==> config.mk <==
export PLATFORM = sky130hd
export DESIGN_NAME = post_adder_acc
export DESIGN_NICKNAME = d
export VERILOG_FILES = /design/src/rtl/post_adder_acc.sv
export SDC_FILE = /design/constraint.sdc
export NUM_CORES = 1
export LEC_CHECK = 0
export CORE_ASPECT_RATIO = 0.6
export CORE_MARGIN = 1
export CORE_UTILIZATION = 25
export CTS_BUF_LIST = sky130_fd_sc_hd__clkbuf_4 sky130_fd_sc_hd__clkbuf_8
export CTS_CLUSTER_SIZE = 24
export DETAILED_ROUTE_END_ITERATION = 7
export SETUP_SLACK_MARGIN = 0.05
export SLEW_MARGIN = 0
export SYNTH_ARGS = -nofsm -noshare
export SYNTH_HDL_FRONTEND = slang
export SYNTH_SLANG_ARGS = --single-unit
==> constraint.sdc <==
create_clock -name clk -period 4.79 [get_ports clk]
set_input_delay 0.958 -clock clk [delete_from_list [all_inputs] [get_ports clk]]
set_output_delay 0.958 -clock clk [all_outputs]
set_load 0.01 [all_outputs]
==> src/rtl/post_adder_acc.sv <==
// post_adder_acc: registered post-adder / accumulator slice.
//   The X and Z operand muxes feed one adder/subtractor that is WIDTH_P+1 bits
//   wide. Its result is registered into p and carryout, and signed overflow
//   is accumulated into a sticky flag. Latency from operands to outputs is
//   one clock.
// Ports:
//   clk, rst_n        clock, asynchronous active-low reset
//   ce, clr           clock enable; synchronous clear (has priority over ce)
//   in_valid          operands are meaningful; registered into out_valid
//   m                 signed multiplier product (WIDTH_M)
//   c, dab, pcin      signed WIDTH_P operands: C, D:A:B, cascade in
//   opmode            [1:0] X select, [3:2] Z select, [4] subtract
//   cin               carry-in (a borrow-in when subtracting)
//   p, carryout       registered result and bit WIDTH_P of the wide result
//   ovf_sticky        signed overflow seen since the last clear or reset
//   out_valid         p holds a result computed from valid operands
module post_adder_acc #(
  parameter int WIDTH_M = 36,
  parameter int WIDTH_P = 48
) (
  input  logic               clk,
  input  logic               rst_n,
  input  logic               ce,
  input  logic               clr,
  input  logic               in_valid,
  input  logic [WIDTH_M-1:0] m,
  input  logic [WIDTH_P-1:0] c,
  input  logic [WIDTH_P-1:0] dab,
  input  logic [WIDTH_P-1:0] pcin,
  input  logic [4:0]         opmode,
  input  logic               cin,
  output logic [WIDTH_P-1:0] p,
  output logic               carryout,
  output logic               ovf_sticky,
  output logic               out_valid
);

  logic [WIDTH_P-1:0] r_p;
  logic               r_carry;
  logic               r_ovf;
  logic               r_vld;

  logic [WIDTH_P-1:0] w_x;
  logic [WIDTH_P-1:0] w_z;
  logic [WIDTH_P:0]   w_sum;
  logic [WIDTH_P:0]   w_cin;
  logic               w_sub;
  logic               w_ovf;

  assign w_sub = opmode[4];
  assign w_cin = {{WIDTH_P{1'b0}}, cin};

  always_comb begin
    w_x = '0;
    case (opmode[1:0])
      2'd0: w_x = '0;
      2'd1: w_x = {{(WIDTH_P-WIDTH_M){m[WIDTH_M-1]}}, m};
      2'd2: w_x = r_p;
      2'd3: w_x = dab;
      default: w_x = '0;
    endcase
  end

  always_comb begin
    w_z = '0;
    case (opmode[3:2])
      2'd0: w_z = '0;
      2'd1: w_z = pcin;
      2'd2: w_z = r_p;
      2'd3: w_z = c;
      default: w_z = '0;
    endcase
  end

  // The extra top bit of the sum is the carry when adding and the borrow
  // when subtracting, because both operands are zero-extended by one bit.
  assign w_sum = w_sub ? ({1'b0, w_z} - {1'b0, w_x} - w_cin)
                       : ({1'b0, w_z} + {1'b0, w_x} + w_cin);

  // Signed overflow is judged on the sign bits only. When subtracting, the
  // sign of X is effectively inverted, so overflow needs the signs to differ.
  always_comb begin
    w_ovf = 1'b0;
    if (w_sub)
      w_ovf = (w_z[WIDTH_P-1] != w_x[WIDTH_P-1]) &&
              (w_sum[WIDTH_P-1] != w_z[WIDTH_P-1]);
    else
      w_ovf = (w_z[WIDTH_P-1] == w_x[WIDTH_P-1]) &&
              (w_sum[WIDTH_P-1] != w_z[WIDTH_P-1]);
  end

  always_ff @(posedge clk or negedge rst_n) begin
    if (!rst_n) begin
      r_p     <= '0;
      r_carry <= 1'b0;
      r_ovf   <= 1'b0;
      r_vld   <= 1'b0;
    end else if (clr) begin
      r_p     <= '0;
      r_carry <= 1'b0;
      r_ovf   <= 1'b0;
      r_vld   <= 1'b0;
    end else if (ce) begin
      r_p     <= w_sum[WIDTH_P-1:0];
      r_carry <= w_sum[WIDTH_P];
      r_ovf   <= r_ovf | w_ovf;
      r_vld   <= in_valid;
    end
  end

  assign p          = r_p;
  assign carryout   = r_carry;
  assign ovf_sticky = r_ovf;
  assign out_valid  = r_vld;

endmodule
Word-level counts from Yosys, hierarchy flattened
Index checks and enable logic that the tools add are counted.

Register bits: 51. Input port bits: 191. Output and inout bits: 51.

Add/subtract/negate cells: 4. Equality and inequality tests: 9. Multiplexer cells: 12. Bitwise gates (word level): 1. Reduce and logical (&&, ||, !) cells: 5.

Operators with widths (number): 48-bit one-hot mux with 4 select lines (2); 48-bit two-way mux (2); 48-bit by 48-bit adder with 49-bit output (1); 49-bit by 1-bit adder with 49-bit output (1); 49-bit two-way mux (1); 48-bit by 48-bit subtractor with 49-bit output (1); 49-bit by 1-bit subtractor with 49-bit output (1); 2-bit == test, second input constant (4); 1-bit two-way mux (7); 2-bit by 1-bit == test with 1-bit output, second input constant (2); 2-bit logical NOT (2); 1-bit logical AND (2); 1-bit != test (2); 2-bit nonzero test (1); 1-bit == test (1); 1-bit bitwise OR (1).

Longest topological paths before layout
Gate-level depths: netlist (run 1).

Depth after elaboration: 11. Depth in mapped cells: 19.

Worst setup path before layout (run 1)
OpenSTA, ideal clock, no wires.

Kind: input-to-reg. Start: in opmode[3]. End: reg r_p[27] (netlist: p[27]). Arrival: 5.119 ns. Required time: 4.696 ns. Slack: -0.423 ns. Stages: 16. Path buffers: 2. Cell sequence: clkbuf_1 -> clkbuf_1 -> mux2_2 -> a22o_1 -> fa_1 -> ha_1 -> or2_2 -> a311o_1 -> a2111oi_4 -> o21ba_2 -> o31a_2 -> a21oi_1 -> a221o_1 -> xor2_1 -> mux2i_1 -> a211oi_1.

Longest elaborated chain between the ends: 7. Elaborated cells between the ends (all ways): 12. Those cells by class: add/sub: 4; eq/ne: 3; mux: 4; reduce/logical: 1.

Ends and longest elaborated chain: from (decl) (RTL line 30) `input logic [4:0] opmode,`; 2-bit == test, or another cell as far along (RTL line 66) `case (opmode[3:2])`; 48-bit one-hot mux with 4 select lines * (RTL line 66); 48-bit by 48-bit adder with 49-bit output or 48-bit by 48-bit subtractor with 49-bit output (tied branches) (RTL line 78, 77); 49-bit by 1-bit adder with 49-bit output or 49-bit by 1-bit subtractor with 49-bit output (tied branches) (RTL line 78, 77); 49-bit two-way mux * (RTL line 77) `assign w_sum = w_sub ? ({1'b0, w_z} - {1'b0, w_x} - w_cin)`; 48-bit two-way mux * (RTL line 103) `end else if (ce) begin`; 48-bit two-way mux * (RTL line 98) `end else if (clr) begin`; to (signal assigned) (RTL line 104) `r_p <= w_sum[WIDTH_P-1:0];`; to (decl) (RTL line 38) `logic [WIDTH_P-1:0] r_p;`.

Every way passes the cells marked *; elsewhere a longest branch is shown, timed or not. The select of a mux whose other input is x is not followed. A chain may end at the register's enable or synchronous reset.

Worst setup path in the final report (run 1)
Start: in opmode[0]. End: reg r_ovf (netlist: ovf_sticky).

Longest elaborated chain between the ends: 11. Elaborated cells between the ends (all ways): 19. Those cells by class: add/sub: 4; eq/ne: 6; mux: 5; bitwise: 1; reduce/logical: 3.

Ends and longest elaborated chain: 2-bit == test, or another cell as far along (RTL line 55) `case (opmode[1:0])`; 48-bit one-hot mux with 4 select lines * (RTL line 55); 48-bit by 48-bit adder with 49-bit output or 48-bit by 48-bit subtractor with 49-bit output (tied branches) (RTL line 78, 77); 49-bit by 1-bit adder with 49-bit output or 49-bit by 1-bit subtractor with 49-bit output (tied branches) (RTL line 78, 77); 49-bit two-way mux (RTL line 77); 1-bit != test (RTL line 86, 89); 1-bit logical AND (on tied branches) (RTL line 88, 85); 1-bit two-way mux * (RTL line 84) `if (w_sub)`; 1-bit bitwise OR * (RTL line 106) `r_ovf <= r_ovf | w_ovf;`; 1-bit two-way mux * (RTL line 103); 1-bit two-way mux * (RTL line 98); to (signal assigned) (RTL line 106); to (decl) (RTL line 40) `logic r_ovf;`.

Marks and branches as above.

==> summary.md, run 1 <==
| Metric | Value |
|---|---|
| CTS Buffer Depth | 2 |
| Unrepaired setup endpoints after global routing | no |
| Worst slew pin tran | 1.07 ns |
| Max Clock Skew | 0.0206 ns |
| Die Y | 163 um |
| Initial Util | 0.255 |
| Worst VDD drop | 125 uV |
| Worst-path clk slew | 0.15 ns |
| Slowest-stage cell, CP | nor4_2 |
| Worst Path Required | 5.07 ns |
| Initial antenna violation count | 1 |
| Number of synthesized flops with an enable pin | 0 |
| PD cells | 293 nW/um^2 |
| ANT nets after route | 0 |
| Sequential Power Share | 0.128 |
| Max incr delay on CP | 0.57 ns |
| Fmax | 0.214 GHz |
| Die area | 43,800 um^2 |
| Nets@finish | 2,209 |
| Critical Path Source | opmode[0] |
| WP buf/inv | 5 |
| Top post-synthesis cells by area | ha_1 (16%), dfrtp_1 (12%), mux2_2 (10%), a22o_1 (6.1%), a21oi_1 (5.2%) |
| Most frequent CP cell | buf_4 |
| Hold WC Path Type | reg2reg |
| Worst hold start | out_valid |
| # setup viols final | 0 |
| FF-to-FF End | ovf_sticky |
| CTS H-Tree Depth | 2 |
| Clock share of power | 0.072 |
| Warnings, synthesis | 0 |
| FF-to-FF Start | p[2] |
| Vias in the first global route | 12,500 |
| Register area share after synthesis | 0.119 |
| Ys flop type | dfrtp_1 |
| First-pass GRT wire length | 75.3 mm |
| Slew margin rel. | 0.288 |
| # Max-Cap Violations | 0 |
| GR Util All Layers | 0.222 |
| Total vias in the final route | 12,800 |
| Final wirelength | 50.7 mm |
| HPWL after DPL | 41.1 mm |
| Vias/cell | 5.23 |
| Placed cell count | 2,432 |
| Global-route congestion overflow total | 0 |
| DRC marker count from the first detailed-route iteration | 1,080 |
| CP Class | in2reg |
| Root buffer cell | clkbuf_8 |
| Setup_tns | 0 ns |
| Fin crit share | 0.978 |
| Routability cong. | 1.00 |
| CORE AREA | 42,100 um^2 |
| Synth Instances | 1,426 |
| Status | finished, final reports clean |
| Share of layout cells above drive strength 1 | 0.241 |
| Synth cell types | 73 |
| Total CTS buffers | 5 |
| Crit end category | flop |
| Final cell count without fillers | 2,447 |
| Yosys top cell by area | ha_1 |
| WHS Path Cells | 2 |
| Slew Limit Fails | 0 |
| IO buf count | 241 |
| TritonCTS Sinks | 51 |
| Final Total Pwr | 4.70 mW |
| P_int | 2.42 mW |
| R2R depth | 16 |
| Layout Area Growth over Synthesis | 49.7% |
| Post-synthesis register bit count | 51 |
| Ys async rst share | 1.00 |
| Largest net degree at the start of global routing | 36 |
| Hold worst-path end | out_valid |
| Leakage | 7.40 nW |
| Final hold vios | 0 |
| WL per Instance | 20.7 um |
| Combinational cell fraction of total power | 0.800 |
| Die width | 270 um |
| Reg2reg setup slack | 0.77 ns |
| CP startpoint kind | input port |
| Switching pwr | 2.29 mW |
| CTS tree | done |
| Post-Syn Area per Cell | 7.53 um^2 |
| Synth top area share | 0.162 |
| CP arrival | 4.96 ns |
| Switching Fraction | 0.486 |
| Critical path, cell by cell | buf_4, buf_6, buf_4, mux2_2, a22o_1, ha_1, nand2_1, nor4_2, buf_4, o31ai_2, nand4_1, a21oi_1, o21ai_1, a41oi_1, buf_4, a22o_1, mux2i_1, a221o_1 |
| Site row count | 58 |
| CP delay by family, top | compound AO/OA/AOI/OAI gates |
| Net count after synthesis | 1,760 |
| Worst skew pair latency | 0.38 ns |
| Final hold slack | 0.553 ns |
| # IOs | 242 |
| Syn Std Cell Area | 10,700 um^2 |
| # DRC | 0 |
| Minimum clock period | 4.68 ns |
| CP max FO | 8 |
| Hold_buf cts | 0 |
| Detailed Routing Iterations Pass 1 | 7 |
## cell usage in the layout (no fill, tap or decap), drive strengths merged, types with 6 or more instances in the layout
cell type,count
nand3,28
nor2,106
clkdlybuf4s50,231
o31ai,8
nor4,10
mux2,96
nand4,17
a221o,6
xor2,29
a22oi,20
o21a,11
nor3,21
o211ai,8
and3,10
o21ai,80
buf,288
a22o,75
nor2b,9
ha,139
mux2i,13
o21bai,13
nand2,127
a211oi,30
inv,130
a31oi,13
dfrtp,51
a21o,38
xnor2,56
a311oi,6
a21oi,113
clkbuf,7
## how the worst max path moves through the flow
stage | to | slack, ns | depth (start not counted)
after global routing | carryout | 0.03 | 16
after floorplan | carryout | 0.05 | 16
after detailed placement | p[45] | -0.67 | 19
after CTS | carryout | 0.07 | 16
after global placement | p[45] | -0.65 | 19
final | ovf_sticky | 0.11 | 18
## cells by family (layout without fill, tap and decap cells)
group,count (synthesis),in the layout,synth area share
adder cells (fa/ha/maj),143,143,0.169
multiplexers,109,109,0.113
buffers and inverters,211,661,0.0738
other,0,1,0
flip-flops,51,51,0.119
AND/OR/NAND/NOR,354,354,0.149
XOR/XNOR,85,85,0.0700
AO/OA/AOI/OAI,473,473,0.306
## sequential cells by signal (all words and copies together) (netlist names)
register    count
carryout        1
out_valid       1
ovf_sticky      1
p              48
## timing repair
| item | CTS | global route |
|---|---|---|
| pin swaps | 2 | 20 |
| gates cloned | 0 | 2 |
| resized for setup | 10 | 39 |
| endpoints found under the setup margin | 17 | 22 |
| buffers inserted | 1 | 3 |
## per-stage QoR
stage	setup WS, ns	area [um^2]	utilization
4_1_cts	0.0739	15800	0.376
6_report	0.107	16100	0.382
3_3_place_gp	-0.652	15700	0.373
2_1_floorplan	0.0523	10800	-
3_5_place_dp	-0.666	15700	0.373
5_1_grt	0.0336	16100	0.382
## routing by layer
| metal | routed length [um] | global-route usage | vias up | share of wire |
|---|---|---|---|---|
| met5 | 0 | 0 | - | 0 |
| met1 | 25100 | 0.331 | 6106 | 0.50 |
| met2 | 19600 | 0.311 | 554 | 0.39 |
| met4 | 840 | 0.0439 | 0 | 0.017 |
| li1 | - | - | 6091 | - |
| met3 | 5150 | 0.0621 | 36 | 0.10 |
## power groups by stage
stage | clock, mW | combinational (mW) | sequential [mW]
6_report | 0.339 | 3.76 | 0.602
2_1_floorplan | 0 | 1.97 | 0.600
3_5_place_dp | 0 | 3.58 | 0.609
5_1_grt | 0.356 | 4.05 | 0.614
4_1_cts | 0.342 | 3.62 | 0.601
3_3_place_gp | 0 | 3.56 | 0.611
## synth_stat cells (10+ instances only)
master      n
nand4_1    17
a211oi_1   30
dfrtp_1    51
nor4_1     10
xor2_1     28
a21oi_1   111
o21bai_1   13
clkbuf_1   75
nor3_1     20
nand2_1   127
ha_1      139
mux2_2     95
inv_1     129
mux2i_1    13
a22oi_1    20
o21a_1     11
and3_1     10
nand3_1    28
a22o_1     75
a21o_1     38
nor2_1    105
xnor2_1    56
o21ai_0    75
a31oi_1    13
## tightest hold or removal path, delay by kind of cell (launching register included)
kind	cells	cell delay [ns]
muxes	1	0.07
and+or+nand+nor	1	0.08
DFF	1	0.38
## final cells by class
cell class	count	area [um^2]
Multi-Input combinational cell	1164	8880
Clock inverter	3	23.8
Timing Repair Buffer	524	4630
Sequential cell	51	1280
Fill cell	4378	26000
Antenna cell	1	2.50
Inverter	129	484
Tap cell	570	713
Clock buffer	5	68.8
Power figures use the tool's default switching activity.
==> run 2, diff against run 1 <==
--- a/config.mk
+++ b/config.mk
@@ -11,8 +11,8 @@
 export CTS_BUF_LIST = sky130_fd_sc_hd__clkbuf_4 sky130_fd_sc_hd__clkbuf_8
 export CTS_CLUSTER_SIZE = 24
 export DETAILED_ROUTE_END_ITERATION = 7
+export DONT_BUFFER_PORTS = 1
 export SETUP_SLACK_MARGIN = 0.05
-export SLEW_MARGIN = 0
 export SYNTH_ARGS = -nofsm -noshare
 export SYNTH_HDL_FRONTEND = slang
 export SYNTH_SLANG_ARGS = --single-unit
==> run 2 against run 1 <==
- setup slack better by 0.082 ns
- flip-flop and latch count unchanged
- total power down 17%
- register-to-register slack worse by 0.42 ns
- via count down 13%
- fmax up 1.8%
- critical path type unchanged
- highest routed layer unchanged
==> summary.md, run 2 (synthesis results as in run 1) <==
| Metric | Value |
|---|---|
| CP startpoint kind | input port |
| Layout Area Growth over Synthesis | 13.2% |
| Largest net degree at the start of global routing | 67 |
| Fmax | 0.217 GHz |
| Worst skew pair latency | 0.37 ns |
| ANT nets after route | 0 |
| Final wirelength | 45.5 mm |
| Max FFs per register | 48 |
| TritonCTS Sinks | 51 |
| CP Class | in2reg |
| Switching Fraction | 0.514 |
| Worst Path Required | 5.11 ns |
| Minimum clock period | 4.60 ns |
| P_int | 1.90 mW |
| Final cell count without fillers | 2,035 |
| Global-route congestion overflow total | 0 |
| HPWL after DPL | 36.1 mm |
| Detailed Routing Iterations Pass 1 | 5 |
| Diode count | 0 |
| Hold_buf cts | 0 |
| Site row count | 58 |
| CTS H-Tree Depth | 2 |
| IO buf count | 0 |
| PD cells | 323 nW/um^2 |
| # IOs | 242 |
| Leakage | 5.58 nW |
| GR Util All Layers | 0.202 |
| Worst-path clk slew | 0.14 ns |
| CP arrival | 4.92 ns |
| Routability cong. | 0.973 |
| Die area | 43,800 um^2 |
| # DRC | 0 |
| Post-cts sizing count | 0 |
| Slew margin rel. | 0.246 |
| Switching pwr | 2.02 mW |
| # setup viols final | 0 |
| Sequential Power Share | 0.162 |
| Clock share of power | 0.096 |
| Hold WC Path Type | in2async |
| First-pass GRT wire length | 66.8 mm |
| Final hold slack | 0.260 ns |
| Worst VDD drop | 127 uV |
| Vias/cell | 5.46 |
| Status | finished, final reports clean |
| Crit end category | flop |
| CP max FO | 50 |
| DRC marker count from the first detailed-route iteration | 1,049 |
| Share of layout cells above drive strength 1 | 0.166 |
| Total CTS buffers | 5 |
| Post-CTS setup buffers | 0 |
| CTS Buffer Depth | 2 |
| Root buffer cell | clkbuf_8 |
| Vias in the first global route | 10,500 |
| Die Y | 163 um |
| Fin crit share | 0.961 |
| Worst slew pin tran | 1.13 ns |
| Final Total Pwr | 3.92 mW |
| Initial Util | 0.255 |
| Unrepaired setup endpoints after global routing | no |
| # Max-Cap Violations | 0 |
| Placed cell count | 2,028 |
| Initial antenna violation count | 0 |
| Commonest cells after routing, fill and taps aside | ha_1 (138), inv_1 (129), nand2_1 (127) |
| CORE AREA | 42,100 um^2 |
| Setup_tns | 0 ns |
| Final hold vios | 0 |
| Slew Limit Fails | 0 |
| CTS tree | done |
| Combinational cell fraction of total power | 0.742 |
| Most common cell after layout, fill and taps aside | ha_1 |
| Total vias in the final route | 11,100 |
| WL per Instance | 22.3 um |
| Nets@finish | 1,799 |
| Die width | 270 um |
| Max Clock Skew | 0.0211 ns |
## run 2: changes by cell type in the layout (fill, tap and decap cells not counted), moves of 4 or more
cell,change
clkdlybuf4s50_1,-231
buf_4,-161
a21oi_1,+8
a21oi_2,-8
buf_2,-5
buf_12,-4
buf_6,-4
ha_1,+4
o21ai_0,+4
## run 2: path summary, 6_finish.rpt
check / from / to / slack (ns) / cells past startpoint
max: opmode[3] / carryout / 0.19 / 19
min: rst_n / p[17] / 0.26 / 0
max reg2reg: p[0] / carryout / 0.35 / 20
min reg2reg: out_valid / out_valid / 0.63 / 2
max in group asynchronous: rst_n / p[2] / 4.41 / 0
min in group clk: out_valid / out_valid / 0.63 / 2
## run 2: power by group through the flow
stage / sequential (mW) / clock, mW / combinational, mW
after CTS: 0.638 / 0.387 / 2.85
final: 0.637 / 0.375 / 2.91
after detailed placement: 0.645 / 0 / 2.82
after global placement: 0.645 / 0 / 2.83
after floorplan: 0.600 / 0 / 1.97
after global routing: 0.649 / 0.397 / 3.17
## run 2: final cells by class
class,instances,area [um^2]
multi-input combinational,1164,8700
clock inverter,2,37.5
inverter,129,484
fill,4616,29900
clock buffer,5,68.8
tap,570,713
timing repair buffer,114,868
sequential,51,1280
## run 2: layer usage
layer  global-route usage  wire length, um  vias up
met3               0.0517             4000       32
met5                    0                0        -
met2                0.277            17500      469
met1                0.313            23600     5358
met4               0.0261              361        0
li1                     -                -     5262
## run 2: worst max-delay path, cell delays in order
cell and delay (ns):
mux2_2 0.23, a22o_1 0.17, fa_1 0.21, inv_1 0.07, fa_1 0.45, nor2b_1 0.16, o31a_1 0.17, o21ai_0 0.10
buf_4 0.18, a211oi_1 0.52, o2111ai_1 0.23, buf_4 0.19, buf_4 0.13, a211o_1 0.30, a21oi_1 0.20, o221ai_1 0.16
buf_4 0.20, o22ai_1 0.13, o41a_1 0.16
## run 2: through the flow
| stage | util | area (um^2) | setup slack, ns |
|---|---|---|---|
| final | 0.289 | 12200 | 0.189 |
| after global routing | 0.289 | 12200 | 0.0744 |
| after global placement | 0.286 | 12000 | -0.0983 |
| after detailed placement | 0.286 | 12000 | -0.114 |
| after CTS | 0.289 | 12200 | 0.275 |
| after floorplan | - | 10800 | 0.0523 |
==> run 3, diff against run 2 <==
--- a/config.mk
+++ b/config.mk
@@ -5,6 +5,7 @@
 export SDC_FILE = /design/constraint.sdc
 export NUM_CORES = 1
 export LEC_CHECK = 0
+export ABC_AREA = 1
 export CORE_ASPECT_RATIO = 0.6
 export CORE_MARGIN = 1
 export CORE_UTILIZATION = 25
@@ -12,7 +13,9 @@
 export CTS_CLUSTER_SIZE = 24
 export DETAILED_ROUTE_END_ITERATION = 7
 export DONT_BUFFER_PORTS = 1
+export REMOVE_ABC_BUFFERS = 1
 export SETUP_SLACK_MARGIN = 0.05
 export SYNTH_ARGS = -nofsm -noshare
 export SYNTH_HDL_FRONTEND = slang
 export SYNTH_SLANG_ARGS = --single-unit
+export TNS_END_PERCENT = 10
==> run 3 against run 2 <==
- non-clock buffer count rose by 115
- total power rose by 19%
- highest routed layer unchanged
- setup slack improved by 0.29 ns
- first-iteration DRC count rose by 56%
- critical path type unchanged
- register-to-register slack improved by 0.75 ns
- critical path depth rose by 2
==> summary.md, run 3 <==
| Metric | Value |
|---|---|
| Final core utilization | 0.308 |
| P_int | 2.00 mW |
| Total CTS buffers | 5 |
| First-pass GRT wire length | 92.8 mm |
| Switching pwr | 2.68 mW |
| Yosys top cell by area | nand2_1 |
| Worst-path clk slew | 0.13 ns |
| PD cells | 329 nW/um^2 |
| GR Util All Layers | 0.268 |
| # IOs | 242 |
| DRC marker count from the first detailed-route iteration | 1,638 |
| Top post-synthesis cells by area | nand2_1 (18%), ha_1 (15%), inv_1 (11%), dfrtp_1 (11%), a21oi_1 (7.6%) |
| Final hold slack | 0.257 ns |
| Leakage | 7.11 nW |
| Syn Std Cell Area | 11,700 um^2 |
| Total vias in the final route | 14,900 |
| Post-CTS setup buffers | 0 |
| Adder-Cell Fraction of Synth Area | 0.155 |
| Worst Path Required | 5.07 ns |
| HPWL after DPL | 55.7 mm |
| Combinational cell fraction of total power | 0.802 |
| Simple-gate share of the synthesized area | 0.352 |
| CP Class | in2reg |
| Global-route congestion overflow total | 0 |
| Routability cong. | 1.07 |
| Synth top cells by count | nand2_1 (557), inv_1 (347), nor2_1 (213) |
| TritonCTS Sinks | 51 |
| Setup_tns | 0 ns |
| Post-Syn Area per Cell | 5.61 um^2 |
| ANT nets after route | 0 |
| Slew Limit Fails | 0 |
| WL per Instance | 22.4 um |
| Site row count | 61 |
| Ys flop type | dfrtp_1 |
| Status | finished, final reports clean |
| Worst skew pair latency | 0.38 ns |
| Synth Instances | 2,090 |
| CTS H-Tree Depth | 2 |
| Initial antenna violation count | 2 |
| CORE AREA | 46,300 um^2 |
| Most frequent CP cell | nand2_1 |
| CP arrival | 4.59 ns |
| Share of layout cells above drive strength 1 | 0.130 |
| Root buffer cell | clkbuf_8 |
| R2R depth | 15 |
| Post-synthesis mux area share | 0.00288 |
| Final cell count without fillers | 2,912 |
| Synth cell types | 52 |
| Vias in the first global route | 13,900 |
| Initial Util | 0.253 |
| Unrepaired setup endpoints after global routing | no |
| Switching Fraction | 0.572 |
| Register area share after synthesis | 0.109 |
| Minimum clock period | 4.31 ns |
| Commonest cells after routing, fill and taps aside | nand2_1 (556), inv_1 (343), buf_4 (223) |
| FF-to-FF End | p[29] |
| Worst VDD drop | 127 uV |
| Slowest-stage cell, CP | inv_2 |
| IO buf count | 0 |
| Warnings, synthesis | 0 |
| Ys async rst share | 1.00 |
| Post-synthesis register bit count | 51 |
| Vias/cell | 5.10 |
| Final wirelength | 65.2 mm |
| Fmax | 0.232 GHz |
| Layout Area Growth over Synthesis | 21.4% |
| Synth Area in XOR/XNOR | 0.0134 |
| Die width | 282 um |
| Clock share of power | 0.072 |
| Crit end category | flop |
| # setup viols final | 0 |
| CP max FO | 23 |
| Most frequent cell after synthesis | nand2_1 |
| # Max-Cap Violations | 0 |
| Hold WC Path Type | in2async |
| Hold_buf cts | 0 |
| Complex-gate fraction of the synthesized area | 0.239 |
| CP delay by family, top | buffers and inverters |
| Most common cell after layout, fill and taps aside | nand2_1 |
| Nets@finish | 2,613 |
| Synth top area share | 0.178 |
| Number of synthesized flops with an enable pin | 0 |
| Die area | 47,800 um^2 |
| Max Clock Skew | 0.0150 ns |
| Worst slew pin tran | 1.10 ns |
| CP startpoint kind | input port |
| Max incr delay on CP | 0.45 ns |
| FF-to-FF Start | p[8] |
| Placed cell count | 2,902 |
| Filler instances | 5,361 |
| Detailed Routing Iterations Pass 1 | 5 |
| Reg2reg setup slack | 1.10 ns |
| Fin crit share | 0.900 |
| Post-cts sizing count | 0 |
| Max FFs per register | 48 |
| Slew margin rel. | 0.263 |
| Largest family of logic cells by synthesized area | simple AND/OR/NAND/NOR gates |
| WP buf/inv | 6 |
| # DRC | 0 |
| CTS Buffer Depth | 2 |
| CTS tree | done |
| Final Total Pwr | 4.68 mW |
| Sequential Power Share | 0.127 |
| Final hold vios | 0 |
| Critical path, cell by cell | inv_1, nand2_1, inv_2, buf_12, a21o_1, ha_1, buf_4, a21oi_1, o21ai_0, nor2_1, inv_1, nand2_1, nand2_1, nand2_1, nand2_1, a21oi_1, buf_4, xor2_1, nand2_1, nand3_1, nand2_1 |
| Largest net degree at the start of global routing | 54 |
| Die Y | 170 um |
-- run 3: cell types whose count changed after synthesis, moves of 48 or more --
cell     previous run  this run
nand2_1           127       557
inv_1             129       347
nor2_1            105       213
nand3_1            28       132
mux2_2             95         3
a22o_1             75         1
o21ai_0            75       145
a21oi_1           111       179
xnor2_1            56         8
-- run 3: layout make-up --
| type | count | area (um^2) | area share |
|---|---|---|---|
| diodes | 2 | 5.00 | 0.000352 |
| clock buffers | 6 | 76.3 | 0.00536 |
| clock inverters | 2 | 12.5 | 0.000879 |
| inverters | 351 | 1320 | 0.0925 |
| multi-input cells | 1641 | 8970 | 0.630 |
| flip-flops and latches | 51 | 1280 | 0.0896 |
| well taps | 630 | 788 | 0.0554 |
| repair buffers | 229 | 1790 | 0.126 |
-- run 3: power by group through the flow --
stage	sequential, mW	combinational, mW	clock (mW)
6_report	0.592	3.75	0.336
5_1_grt	0.601	4.04	0.358
4_1_cts	0.594	3.60	0.345
3_5_place_dp	0.601	3.58	0
3_3_place_gp	0.603	3.59	0
2_1_floorplan	0.571	1.88	0
-- run 3: worst register-to-register path, delay by kind of cell (launching register included) --
| kind | cells | cell delay (ns) |
|---|---|---|
| and+or+nand+nor | 6 | 0.92 |
| adders and majority gates | 1 | 0.32 |
| AOI/OAI and AO/OA | 4 | 1.30 |
| DFF | 1 | 0.47 |
| xor gates and xnor gates | 1 | 0.14 |
| buffers and inverters | 3 | 0.46 |
-- run 3: kinds of logic after synthesis --
kind of cell,Yosys count
mux,3
xor+xnor,18
fa+ha+maj,143
compound gates,483
flops,51
simple gates,994
buf+inv,398
-- run 3: per-layer routing --
metal  part of all wire  vias to the layer above  GRT usage
met5                  0                        -          0
met4             0.0084                        0     0.0291
met3               0.13                       22     0.0958
met2               0.35                      754      0.337
met1               0.51                     6870      0.425
li1                   -                     7210          -
-- run 3: worst max path at each step --
stage          depth (start not counted)      start  slack, ns  endpoint
2_1_floorplan                         17  opmode[0]       0.08     p[40]
3_3_place_gp                          21  opmode[3]       0.28     p[39]
3_5_place_dp                          19  opmode[3]       0.28     p[36]
4_1_cts                               21  opmode[3]       0.68     p[39]
5_1_grt                               21  opmode[3]       0.34     p[39]
6_report                              21  opmode[3]       0.48     p[29]
-- run 3: per-stage QoR --
stage	setup WS (ns)	instance area (um^2)
3_3_place_gp	0.284	14100
4_1_cts	0.678	14200
3_5_place_dp	0.278	14100
5_1_grt	0.338	14200
6_report	0.479	14200
2_1_floorplan	0.0840	11500
